--- src/rtl/fetch_unit_if.sv ---
// ---------------------------------------------------------------------------
// fetch_if : signal bundle between the fetch stage, instruction memory and
//            decode.
//   master modport (fetch_unit):
//     in  stall, branch, branch_target, imem_data
//     out imem_addr, instr, instr_pc, instr_valid
//   slave modport (environment: memory + decode):
//     the same signals with the directions reversed
// ---------------------------------------------------------------------------
interface fetch_if #(
  parameter int DATA_W = 16
);
  logic              stall;          // decode cannot accept this cycle
  logic              branch;         // redirect fetch to branch_target
  logic [DATA_W-1:0] branch_target;  // redirect address
  logic [DATA_W-1:0] imem_addr;      // to instruction memory address port
  logic [DATA_W-1:0] imem_data;      // from instruction memory data port
  logic [DATA_W-1:0] instr;          // instruction to decode
  logic [DATA_W-1:0] instr_pc;       // address instr was fetched from
  logic              instr_valid;    // instr / instr_pc meaningful

  modport master (
    input  stall, branch, branch_target, imem_data,
    output imem_addr, instr, instr_pc, instr_valid
  );

  modport slave (
    output stall, branch, branch_target, imem_data,
    input  imem_addr, instr, instr_pc, instr_valid
  );
endinterface

--- src/rtl/fetch_unit.sv ---
// ---------------------------------------------------------------------------
// fetch_unit : program-counter / fetch stage in front of a synchronous
//              (registered-address) instruction memory.
//   clk  in  rising-edge clock, shared with the instruction memory
//   rst  in  asynchronous, active-high reset
//   bus  fetch_if.master
//     stall / branch / branch_target : control from decode / execute
//     imem_addr -> memory, imem_data <- memory
//     instr / instr_pc / instr_valid : tagged instruction stream to decode
//
// The memory registers the address on every edge, so whatever is on
// imem_addr at edge N is the instruction visible in cycle N+1. iss_pc_q
// remembers that address so the returned data can be tagged with its PC.
// All addresses are kept at log2(MEM_WORD) bits, so wrap-around and
// truncation of branch targets fall out of the arithmetic; upper output
// bits are driven to zero.
// ---------------------------------------------------------------------------
module fetch_unit #(
  parameter int DATA_W   = 16,
  parameter int MEM_WORD = 256,  // power of two, at least 2
  parameter int RESET_PC = 0
) (
  input  logic    clk,
  input  logic    rst,
  fetch_if.master bus
);

  localparam int AW = $clog2(MEM_WORD);

  typedef logic [AW-1:0] addr_t;

  localparam addr_t RESET_A = addr_t'(RESET_PC);

  addr_t pc_q, pc_d;          // next sequential address to issue
  addr_t iss_pc_q, iss_pc_d;  // address the memory latched on the last edge
  logic  iss_vld_q, iss_vld_d;
  addr_t tgt;
  addr_t issue_addr;
  logic  stl;

  // Next-state and address mux. Priority: branch, effective stall, sequential.
  always_comb begin
    // NOTE: every variable gets a default first so no path leaves it unassigned (no latch).
    pc_d       = pc_q;
    iss_pc_d   = iss_pc_q;
    iss_vld_d  = iss_vld_q;
    tgt        = bus.branch_target[AW-1:0];
    // A stall only matters when there is a real instruction to hold;
    // a branch in the same cycle consumes that instruction instead.
    stl        = bus.stall & iss_vld_q & ~bus.branch;

    if (bus.branch) begin
      iss_pc_d  = tgt;
      iss_vld_d = 1'b1;
      pc_d      = tgt + addr_t'(1);
    end else if (!stl) begin
      iss_pc_d  = pc_q;
      iss_vld_d = 1'b1;
      pc_d      = pc_q + addr_t'(1);
    end

    // While stalled the memory re-latches the held address, so its output
    // (and therefore instr) stays put without any data register here.
    if (rst)             issue_addr = RESET_A;
    else if (bus.branch) issue_addr = tgt;
    else if (stl)        issue_addr = iss_pc_q;
    else                 issue_addr = pc_q;
  end

  always_ff @(posedge clk or posedge rst) begin
    if (rst) begin
      // NOTE: non-blocking assignments for all flop updates so every register samples pre-edge values.
      pc_q      <= RESET_A;
      iss_pc_q  <= RESET_A;
      iss_vld_q <= 1'b0;
    end else begin
      pc_q      <= pc_d;
      iss_pc_q  <= iss_pc_d;
      iss_vld_q <= iss_vld_d;
    end
  end

  // Outputs: zero-extend the AW-bit addresses to the bus width.
  always_comb begin
    bus.imem_addr         = '0;
    bus.imem_addr[AW-1:0] = issue_addr;
    bus.instr_pc          = '0;
    bus.instr_pc[AW-1:0]  = iss_pc_q;
  end

  // Data passes straight through; it never feeds any control decision.
  assign bus.instr       = bus.imem_data;
  assign bus.instr_valid = iss_vld_q;

  // Target bits above the memory size are deliberately ignored.
  if (AW < DATA_W) begin : g_tgt_hi
    logic unused_tgt_hi;
    assign unused_tgt_hi = ^bus.branch_target[DATA_W-1:AW];
  end

endmodule

--- src/flat_wrapper.sv ---
// flat-port wrapper written by rule: the top's interface ports become plain ports
module fetch_unit_flat 
#(
  parameter int DATA_W   = 16,
  parameter int MEM_WORD = 256,                             
  parameter int RESET_PC = 0
)
  (clk, rst, bus_stall, bus_branch, bus_branch_target, bus_imem_data, bus_imem_addr, bus_instr, bus_instr_pc, bus_instr_valid);
  fetch_if #(.DATA_W(DATA_W)) bus_i ();
  input  logic clk;
  input  logic rst;
  input wire logic [$bits(bus_i.stall)-1:0] bus_stall;
  input wire logic [$bits(bus_i.branch)-1:0] bus_branch;
  input wire logic [$bits(bus_i.branch_target)-1:0] bus_branch_target;
  input wire logic [$bits(bus_i.imem_data)-1:0] bus_imem_data;
  output wire logic [$bits(bus_i.imem_addr)-1:0] bus_imem_addr;
  output wire logic [$bits(bus_i.instr)-1:0] bus_instr;
  output wire logic [$bits(bus_i.instr_pc)-1:0] bus_instr_pc;
  output wire logic [$bits(bus_i.instr_valid)-1:0] bus_instr_valid;
  assign bus_i.stall = bus_stall;
  assign bus_i.branch = bus_branch;
  assign bus_i.branch_target = bus_branch_target;
  assign bus_i.imem_data = bus_imem_data;
  assign bus_imem_addr = bus_i.imem_addr;
  assign bus_instr = bus_i.instr;
  assign bus_instr_pc = bus_i.instr_pc;
  assign bus_instr_valid = bus_i.instr_valid;
  fetch_unit #(.DATA_W(DATA_W), .MEM_WORD(MEM_WORD), .RESET_PC(RESET_PC)) u_core (.clk(clk), .rst(rst), .bus(bus_i));
endmodule
--- config.mk ---
export PLATFORM = sky130hd
export DESIGN_NAME = fetch_unit_flat
export DESIGN_NICKNAME = d
export VERILOG_FILES = /design/src/rtl/fetch_unit_if.sv /design/src/rtl/fetch_unit.sv /design/src/flat_wrapper.sv
export SDC_FILE = /design/constraint.sdc
export NUM_CORES = 1
export LEC_CHECK = 0
export CAP_MARGIN = 20
export CORE_MARGIN = 2
export CORE_UTILIZATION = 36
export DETAILED_ROUTE_END_ITERATION = 12
export GPL_ROUTABILITY_DRIVEN = 0
export PLACE_DENSITY = 0.81
export RECOVER_POWER = 100
export SLEW_MARGIN = 20
export SYNTH_ARGS = -nofsm -noshare
export SYNTH_HDL_FRONTEND = slang
export SYNTH_SLANG_ARGS = --single-unit
export TNS_END_PERCENT = 5
--- constraint.sdc ---
create_clock -name clk -period 1.67 [get_ports clk]
set_input_delay 0.334 -clock clk [delete_from_list [all_inputs] [get_ports clk]]
set_output_delay 0.334 -clock clk [all_outputs]
set_load 0.1 [all_outputs]
==> metrics, run 1 <==
status=complete, but fails checks; failing checks=negative setup slack; initial antenna violation count=0; grt ovf=0; synthesized cell area=0.001267 sq mm; largest net degree at the start of global routing=14; Initial Utilization=0.3769; kind of end point of the critical path=output pin; sequential area share after synthesis=0.3356; via count=1014; Worst Setup Path Type=reg -> out; Worst Slack Setup Final=-0.3412 ns; Final Hold Viols=0; FP Rows=21; #FFs+latches synth=17; VDD IR max=0.6690 mV; share of layout cells above drive strength 1=0.4310; unique cell type count in the Yosys netlist=34; GR Layer Usage met2=0.2145; WL final=between 2000 and 3000 um; Sequential Power Share=0.308; fin area=0.001747 sq mm; Finish-stage setup viols=8; input/output buffers=28; worst hold path type=in -> async; die area=0.004011 sq mm; I/O Pins=85; PwrDens=around 1000 mW/mm^2; Syn Inst Count=~130; non-filler cells, final=220; Max Freq=between 0.4 and 0.5 GHz; DR DRC count=0; Syn Area/Cell=9.459 sq um; CORE AREA=0.003363 sq mm; CTS Buf Count=3; r2r startpoint=u_core.pc_q[2]$_DFFE_PP0P_; Clock power frac=0.133; Yosys warnings=0; Synth-to-Final Area Change=37.81%; Worst R2R Path Depth=4; Final HPWL DP=~2100 um; Final Critical Period=2.011 ns; vias in the first global route=a little under 1000; critical path's top delay family=flip-flops; Switching Fraction=0.5140; Bufs on Longest Clock Path=2; RSZ-0062 raised after global routing=true; Die Span Y=63.34 um; reg2reg setup slack=~0.12 ns; cell internal pwr=886.4 uW; Slowest cell on crit path=dfrtp_4; CTS root buffer=clkbuf_4; combinational power share=0.559; P_sw=937.5 uW; Slew Limit Fails=0; Worst R2R End=u_core.pc_q[7]$_DFFE_PP0P_; Clock transition at path regs=approximately 0.11 ns; Final Cycle Share=1.204; DR WL/cell=12.14 um; maximum fanout along the worst path=3; Max Cap Viol=0; clock sink count=17; Setup Skew=around 0.0064 ns; met1 usage=0.1799; dpl cells=212; Bufs and invs on worst path=2; Final #Nets=212; H-tree depth=1; Via-to-Cell Ratio=roughly 4.6; GR Util All Layers=0.1379; first-pass GRT wire length=4429 um; Critical Path Start Type=flip-flop; setup TNS=-2.472 ns; Worst EP arrival=1.68 ns; antenna cells=0; ANT nets after route=0; Rel. slew slack=0.6392; Worst-Margin Slew=0.5435 ns; drt pass-1 iters=4; CTS tree=yes; crit-path cells=nand2_4, buf_4, mux2i_2, o21ai_2, and2_4, buf_12; Critical Path RT=1.34 ns; Largest stage delay, worst path=0.51 ns; Pleak=0.8254 nW; Placed Instance Area=between 0.0015 and 0.002 sq mm; Worst-Skew Late Latency=0.31 ns; Iter 0 DRT Violations=11; hold-fix buffers at CTS=0; GR peak layer=met2; met3 Resource Use GR=0.03214; Die X=63.34 um
==> synthesized netlist by cell type (all sizes together) <==
master | count | area, sq um
buf | 36 | 260.3
dfrtp | 17 | 425.4
nand2 | 13 | 48.80
and2 | 8 | 50.05
mux2i | 8 | 80.08
o21ai | 8 | 40.03
xor2 | 7 | 61.31
mux2 | 4 | 45.04
nand3 | 3 | 20.02
a31oi | 2 | 12.51
and3 | 2 | 12.51
conb | 2 | 7.510
inv | 2 | 7.510
nand2b | 2 | 12.51
nor2 | 2 | 7.510
o2111ai | 2 | 17.52
xnor2 | 2 | 17.52
a211o | 1 | 8.760
a21boi | 1 | 7.510
a21oi | 1 | 5.000
a311oi | 1 | 8.760
and3b | 1 | 8.760
ha | 1 | 12.51
nand3b | 1 | 20.02
nor4b | 1 | 8.760
nor4bb | 1 | 10.01
o211ai | 1 | 7.510
o21bai | 1 | 7.510
o22ai | 1 | 20.02
o31a | 1 | 8.760
or4 | 1 | 7.510
==> cells in the final DEF (no fill, tap or decap), types with 5 or more instances in the layout <==
master and count:
dfrtp_1 9, clkdlybuf4s50_1 7, xor2_1 7, mux2i_1 7
conb_1 17, buf_4 23, buf_12 9, nand2_1 12
and2_4 8, dfrtp_2 7, clkbuf_1 5, buf_2 6
==> state kept, by name, summed over array words and instances, names as in the netlist <==
signal	cells
u_core.iss_pc_q	8
u_core.pc_q	8
u_core.bus.instr_valid	1
==> worst max path at each step <==
stage / start / endpoint / slack [ns] / cells past startpoint
3_5_place_dp: bus_branch / bus_imem_addr[1] / -0.57 / 6
4_1_cts: u_core.bus.instr_valid$_DFFE_PP0P_ / bus_imem_addr[4] / -0.36 / 6
5_1_grt: u_core.bus.instr_valid$_DFFE_PP0P_ / bus_imem_addr[7] / -0.44 / 6
3_3_place_gp: bus_branch / bus_imem_addr[1] / -0.53 / 6
2_1_floorplan: u_core.bus.instr_valid$_DFFE_PP0P_ / bus_imem_addr[0] / -0.17 / 5
6_report: u_core.bus.instr_valid$_DFFE_PP0P_ / bus_imem_addr[7] / -0.34 / 6
==> layout make-up <==
cell class	count	area [sq um]
fillers	325	1617
multi-input cells	94	684.4
repair buffers	57	529.3
flip-flops and latches	17	437.9
well taps	46	57.56
clock buffers	3	22.52
clock inverters	1	7.507
inverters	2	7.507
==> what timing repair did <==
action,4_1_cts,5_1_grt
pin swaps,3,7
setup endpoints to repair,12,9
buffers inserted,1,3
resized for setup,7,6
==> stage by stage <==
stage	worst slack, ns	power (mW)	hold slack [ns]	util
after floorplan	-0.1723	1.516	0.3232	-
after global placement	-0.5290	1.666	0.5488	0.5346
after detailed placement	-0.5669	1.682	0.5597	0.5346
after CTS	-0.3633	1.929	0.2982	0.5476
after global routing	-0.4411	1.916	0.4740	0.5193
final	-0.3412	1.824	0.4422	0.5193
==> layer usage <==
metal,vias to the layer above,share of wire
li1,491,-
met1,474,0.43
met5,-,0
met2,42,0.49
met3,7,0.053
met4,0,0.024
==> logic make-up (layout without fill, tap and decap cells) <==
family / count (synthesis) / after routing / share of synthesized area
AO/OA/AOI/OAI: 20 / 20 / 0.1135
XOR/XNOR: 9 / 9 / 0.06219
adder cells (fa/ha/maj): 1 / 1 / 0.009870
buffers and inverters: 38 / 63 / 0.2113
flip-flops: 17 / 17 / 0.3356
multiplexers: 12 / 12 / 0.09872
other: 2 / 17 / 0.005925
AND/OR/NAND/NOR: 35 / 35 / 0.1629
==> worst reg2reg max path: cells and delay by family, from the launching register on <==
kind	cells	cell delay (ns)
compound gates	2	0.33
simple gates	2	0.64
flops	1	0.46
==> power by group through the flow <==
stage,logic (mW),clock network [mW],registers [mW]
3_3_place_gp,1.08,0,0.584
3_5_place_dp,1.09,0,0.587
4_1_cts,1.10,0.250,0.579
2_1_floorplan,0.737,0,0.779
5_1_grt,1.07,0.270,0.574
6_report,1.02,0.243,0.562
Note: power is estimated with default switching activity, not from simulation.
==> run 2: changes to the inputs <==
--- a/config.mk
+++ b/config.mk
@@ -6,6 +6,7 @@
 export NUM_CORES = 1
 export LEC_CHECK = 0
 export CAP_MARGIN = 20
+export CORE_ASPECT_RATIO = 0.6
 export CORE_MARGIN = 2
 export CORE_UTILIZATION = 36
 export DETAILED_ROUTE_END_ITERATION = 12
==> run 2 against run 1 <==
The run still ends with negative setup slack left. Total power increased by 8.4%. Sequential power up 2%. Die area grew 0.39%. Core utilization up 5.3 points. Cell area up 8.3%. Flip-flop and latch count did not move. First-iteration DRC count grew to 5.0 times the previous value. Final cell count rose by 2.3%. Clock power increased by 27%. Hold slack better by 0.087 ns. Non-clock buffer count rose by 6. Fmax rose by 1.6%. Critical path type unchanged. Largest cell class unchanged. Largest power group unchanged.
==> metrics, run 2 (synthesis results as in run 1) <==
status=complete, but fails checks; failing checks=negative setup slack; Max Freq=0.5052 GHz; Hold WS=roughly 0.53 ns; WL final=about 3100 um; via count=approximately 1100; Final Critical Period=~2.0 ns; Final #Nets=218; Bufs on Longest Clock Path=2; Synth-to-Final Area Change=49.26%; Via-to-Cell Ratio=4.733; Slew Limit Fails=0; CTS root buffer=clkbuf_8; DR WL/cell=13.77 um; fill cell count=293; H-tree depth=1; Final Hold Viols=0; Worst Setup Path Type=reg -> out; Worst EP arrival=1.65 ns; first-pass GRT wire length=approximately 5100 um; grt ovf=0; setup TNS=-2.172 ns; ANT nets after route=0; worst hold path type=in -> async; fin area=roughly 0.0019 sq mm; largest net degree at the start of global routing=18; VDD IR max=between 0.5 and 0.6 mV; hold-fix buffers at CTS=0; RSZ-0062 raised after global routing=true; die area=0.004027 sq mm; Worst Slack Setup Final=-0.3095 ns; GR Util All Layers=0.1661; Initial Utilization=0.3837; Worst-Skew Late Latency=between 0.2 and 0.3 ns; Pleak=0.8984 nW; CORE AREA=0.003303 sq mm; Die X=80.60 um; Max Cap Viol=0; FP Rows=16; CTS Buf Count=3; drt pass-1 iters=4; clock sink count=17; Final HPWL DP=approximately 2300 um; post-layout total power=about 2 mW; Clock transition at path regs=0.07 ns; Iter 0 DRT Violations=between 50 and 60; Worst-Margin Slew=between 0.5 and 0.6 ns; Critical Path Start Type=flip-flop; antenna cells=0; PwrDens=1045 mW/mm^2; Critical Path RT=between 1 and 1.5 ns; Placed Instance Area=0.001829 sq mm; kind of end point of the critical path=output pin; most frequent cells in the layout=buf_4 (26), conb_1 (17), nand2_1 (12), buf_12 (12), dfrtp_1 (9); Die Span Y=about 50 um; DR DRC count=0; initial antenna violation count=0; input/output buffers=28; share of layout cells above drive strength 1=0.4500; vias in the first global route=between 1000 and 1500; Setup Skew=roughly 0.0028 ns; CTS tree=yes; Final Cycle Share=1.185; Rel. slew slack=0.6056; leading cell type in the layout, fill and taps excluded=buf_4; final core utilization=0.5727; Finish-stage setup viols=9; maximum fanout along the worst path=2; I/O Pins=85
## run 2: changes by cell type in the layout (fill, tap and decap cells not counted), sizes merged
cell	previous run	this run
clkdlybuf4s50	7	6
clkbuf	10	14
buf	39	42
clkinvlp	1	0
clkdlybuf4s15	0	1
## run 2: area by class of cell
cell class	count	area, sq um	share of cell area
inverters	2	7.507	0.003968
well taps	45	56.30	0.02976
repair buffers	63	634.4	0.3353
clock buffers	4	45.04	0.02381
flip-flops and latches	17	437.9	0.2315
multi-input cells	94	710.7	0.3757
## run 2: repair_timing
action,CTS,global route
gates resized for setup,14,8
endpoints found under the setup margin,14,10
buffers inserted,8,2
pin swaps,5,8
cloned,0,0
## run 2: per-stage QoR
stage	cells	setup WS, ns
after global routing	225	-0.3378
after detailed placement	212	-0.5654
after CTS	224	-0.3226
final	225	-0.3095
after global placement	212	-0.5107
after floorplan	149	-0.1723
## run 2: path summary, 6_finish.rpt
| check | start | cells after the start | to | slack [ns] |
|---|---|---|---|---|
| worst max-delay path | u_core.bus.instr_valid$_DFFE_PP0P_ | 6 | bus_imem_addr[5] | -0.31 |
| worst min-delay path | rst | 3 | u_core.iss_pc_q[7]$_DFF_PP0_ | 0.53 |
| worst max register to register | u_core.bus.instr_valid$_DFFE_PP0P_ | 8 | u_core.pc_q[7]$_DFFE_PP0P_ | -0.21 |
| worst min register to register | u_core.iss_pc_q[1]$_DFF_PP0_ | 1 | u_core.iss_pc_q[1]$_DFF_PP0_ | 0.55 |
| max in group asynchronous | rst | 4 | u_core.iss_pc_q[4]$_DFF_PP0_ | 0.40 |
| min in group clk | u_core.iss_pc_q[1]$_DFF_PP0_ | 1 | u_core.iss_pc_q[1]$_DFF_PP0_ | 0.55 |
## run 2: power breakdown
group	switching (mW)	internal, mW	total, mW
registers	0.0823	0.490	0.572
logic	0.743	0.353	1.10
clock network	0.139	0.169	0.308
## run 2: routing by layer
| layer | global-route usage | up-vias | share of wire |
|---|---|---|---|
| met5 | 0 | - | 0 |
| met3 | 0.06227 | 2 | 0.069 |
| met4 | 0.008475 | 0 | 0.0019 |
| met1 | 0.2235 | 519 | 0.43 |
| met2 | 0.2681 | 42 | 0.50 |
| li1 | - | 502 | - |
## run 2: worst max-delay path, stage by stage (launching register included)
cell and delay (ns):
dfrtp_4 0.49, buf_6 0.13, buf_4 0.14, a31oi_1 0.21, o21ai_2 0.10, and2_4 0.15
buf_12 0.16
==> run 3: changes to the inputs <==
--- a/config.mk
+++ b/config.mk
@@ -8,10 +8,10 @@
 export CAP_MARGIN = 20
 export CORE_ASPECT_RATIO = 0.6
 export CORE_MARGIN = 2
-export CORE_UTILIZATION = 36
+export CORE_UTILIZATION = 30
 export DETAILED_ROUTE_END_ITERATION = 12
 export GPL_ROUTABILITY_DRIVEN = 0
-export PLACE_DENSITY = 0.81
+export PLACE_DENSITY = 0.69
 export RECOVER_POWER = 100
 export SLEW_MARGIN = 20
 export SYNTH_ARGS = -nofsm -noshare
==> run 3 against run 2 <==
The flow still finishes with violations (negative setup slack). Flip-flop and latch count stayed put. Total power is 8.2% higher. Clock skew up 0.0060 ns. Sequential share of layout area shrank 2.2 points. First-iteration DRC count is 20% lower. Core utilization shrank 5.9 points. Register-to-register slack is essentially flat. Via count shrank 1.9%. Final cell count is 11% higher. Non-clock buffer count increased by 9.
==> metrics, run 3 (synthesis results as in run 1) <==
Max Freq=0.5040 GHz; vias in the first global route=just over 1000; Clock transition at path regs=0.08 ns; P_sw=999.6 uW; status=complete, but fails checks; largest net degree at the start of global routing=19; Final Cycle Share=1.188; Worst EP arrival=1.65 ns; Placed Instance Area=0.001828 sq mm; fin area=0.002093 sq mm; sequential cell area=437.9 sq um; Critical Path RT=1.34 ns; most frequent cells in the layout=buf_4 (32), buf_12 (18), conb_1 (17); Clock power frac=0.154; clock sink count=17; Switching Fraction=0.4675; H-tree depth=1; setup TNS=-2.545 ns; Worst-Margin Slew=0.5047 ns; kind of end point of the critical path=output pin; CTS root buffer=clkbuf_8; Die X=87.92 um; post-place setup slack=-0.5732 ns; initial antenna violation count=0; Worst Setup Path Type=reg -> out; drt pass-1 iters=4; Synth-to-Final Area Change=65.15%; Final #Nets=227; antenna cells=0; maximum fanout along the worst path=5; Final HPWL DP=2275 um; footprint of the multi-input gates=704.4 sq um; CTS Buf Count=3; combinational power share=0.575; Die Span Y=54.35 um; Sequential Power Share=0.271; GR Util All Layers=0.1384; final core utilization=0.5135; input/output buffers=28; share of layout cells above drive strength 1=0.5026; Slew Limit Fails=0; Final Hold Viols=0; Finish-stage setup viols=11; dpl cells=226; CORE AREA=0.004076 sq mm; Bufs on Longest Clock Path=2; FP Rows=18; Iter 0 DRT Violations=44; I/O Pins=85; ANT nets after route=0; via count=about 1000; DR WL/cell=12.52 um; leading cell type in the layout, fill and taps excluded=buf_4; Rel. slew slack=0.6635; hold-fix buffers at CTS=0; Max Cap Viol=0; CTS tree=yes; RSZ-0062 raised after global routing=true; grt ovf=0; worst hold path type=in -> async; fill cell count=366; Initial Utilization=0.3109; cell internal pwr=approximately 1.1 mW; failing checks=negative setup slack; PwrDens=1021 mW/mm^2; Setup Skew=0.008797 ns; Final Critical Period=between 1.5 and 2 ns; first-pass GRT wire length=slightly below 5000 um; die area=0.004778 sq mm; Worst R2R Path Depth=11; Worst R2R End=u_core.iss_pc_q[7]$_DFF_PP0_; Hold WS=0.5132 ns; Worst-Skew Late Latency=0.27 ns; non-filler cells, final=249; post-layout total power=2.138 mW; VDD IR max=approximately 0.60 mV; Pleak=0.9840 nW; Critical Path Start Type=flip-flop; reg2reg setup slack=-0.21 ns; Worst Slack Setup Final=-0.3140 ns; r2r startpoint=u_core.bus.instr_valid$_DFFE_PP0P_; Via-to-Cell Ratio=4.197; WL final=3117 um; DR DRC count=0
[run 3: worst max-delay path by stage]
stage	start	endpoint	slack [ns]	cells after the start
2_1_floorplan	u_core.bus.instr_valid$_DFFE_PP0P_	bus_imem_addr[0]	-0.17	5
3_3_place_gp	bus_branch	bus_imem_addr[6]	-0.53	7
3_5_place_dp	bus_branch	u_core.pc_q[7]$_DFFE_PP0P_	-0.57	6
4_1_cts	u_core.bus.instr_valid$_DFFE_PP0P_	bus_imem_addr[5]	-0.33	6
5_1_grt	u_core.bus.instr_valid$_DFFE_PP0P_	bus_imem_addr[6]	-0.38	6
6_report	u_core.bus.instr_valid$_DFFE_PP0P_	bus_imem_addr[6]	-0.31	6
[run 3: critical path, stage by stage, from the launching register on]
cell,delay (ns)
dfrtp_4,0.51
nand2_4,0.09
buf_6,0.14
mux2i_2,0.23
o21ai_2,0.10
and2_4,0.15
buf_12,0.16
[run 3: what timing repair did]
action,4_1_cts,5_1_grt
endpoints found under the setup margin,13,11
pin swaps,6,7
resized for setup,18,10
setup buffers,16,3
[run 3: area by class of cell]
| cell class | instances | share of cell area |
|---|---|---|
| Tap cell | 60 | 0.03586 |
| Sequential cell | 17 | 0.2092 |
| Multi-Input combinational cell | 94 | 0.3365 |
| Inverter | 2 | 0.003586 |
| Clock inverter | 1 | 0.003586 |
| Clock buffer | 3 | 0.01973 |
| Timing Repair Buffer | 72 | 0.3915 |
[run 3: power groups by stage]
stage | clock network [mW] | registers [mW] | logic, mW
2_1_floorplan | 0 | 0.779 | 0.737
3_3_place_gp | 0 | 0.582 | 1.12
3_5_place_dp | 0 | 0.581 | 1.13
4_1_cts | 0.338 | 0.576 | 1.21
5_1_grt | 0.345 | 0.590 | 1.28
6_report | 0.330 | 0.580 | 1.23
[run 3: metal layers]
metal  vias up  share of wire  track usage  wire, um
met5         -              0            0         0
met4         0         0.0077      0.03077        24
met3         4          0.060      0.04977       186
met2        39           0.43       0.1982      1349
met1       483           0.50       0.1984      1558
li1        519              -            -         -
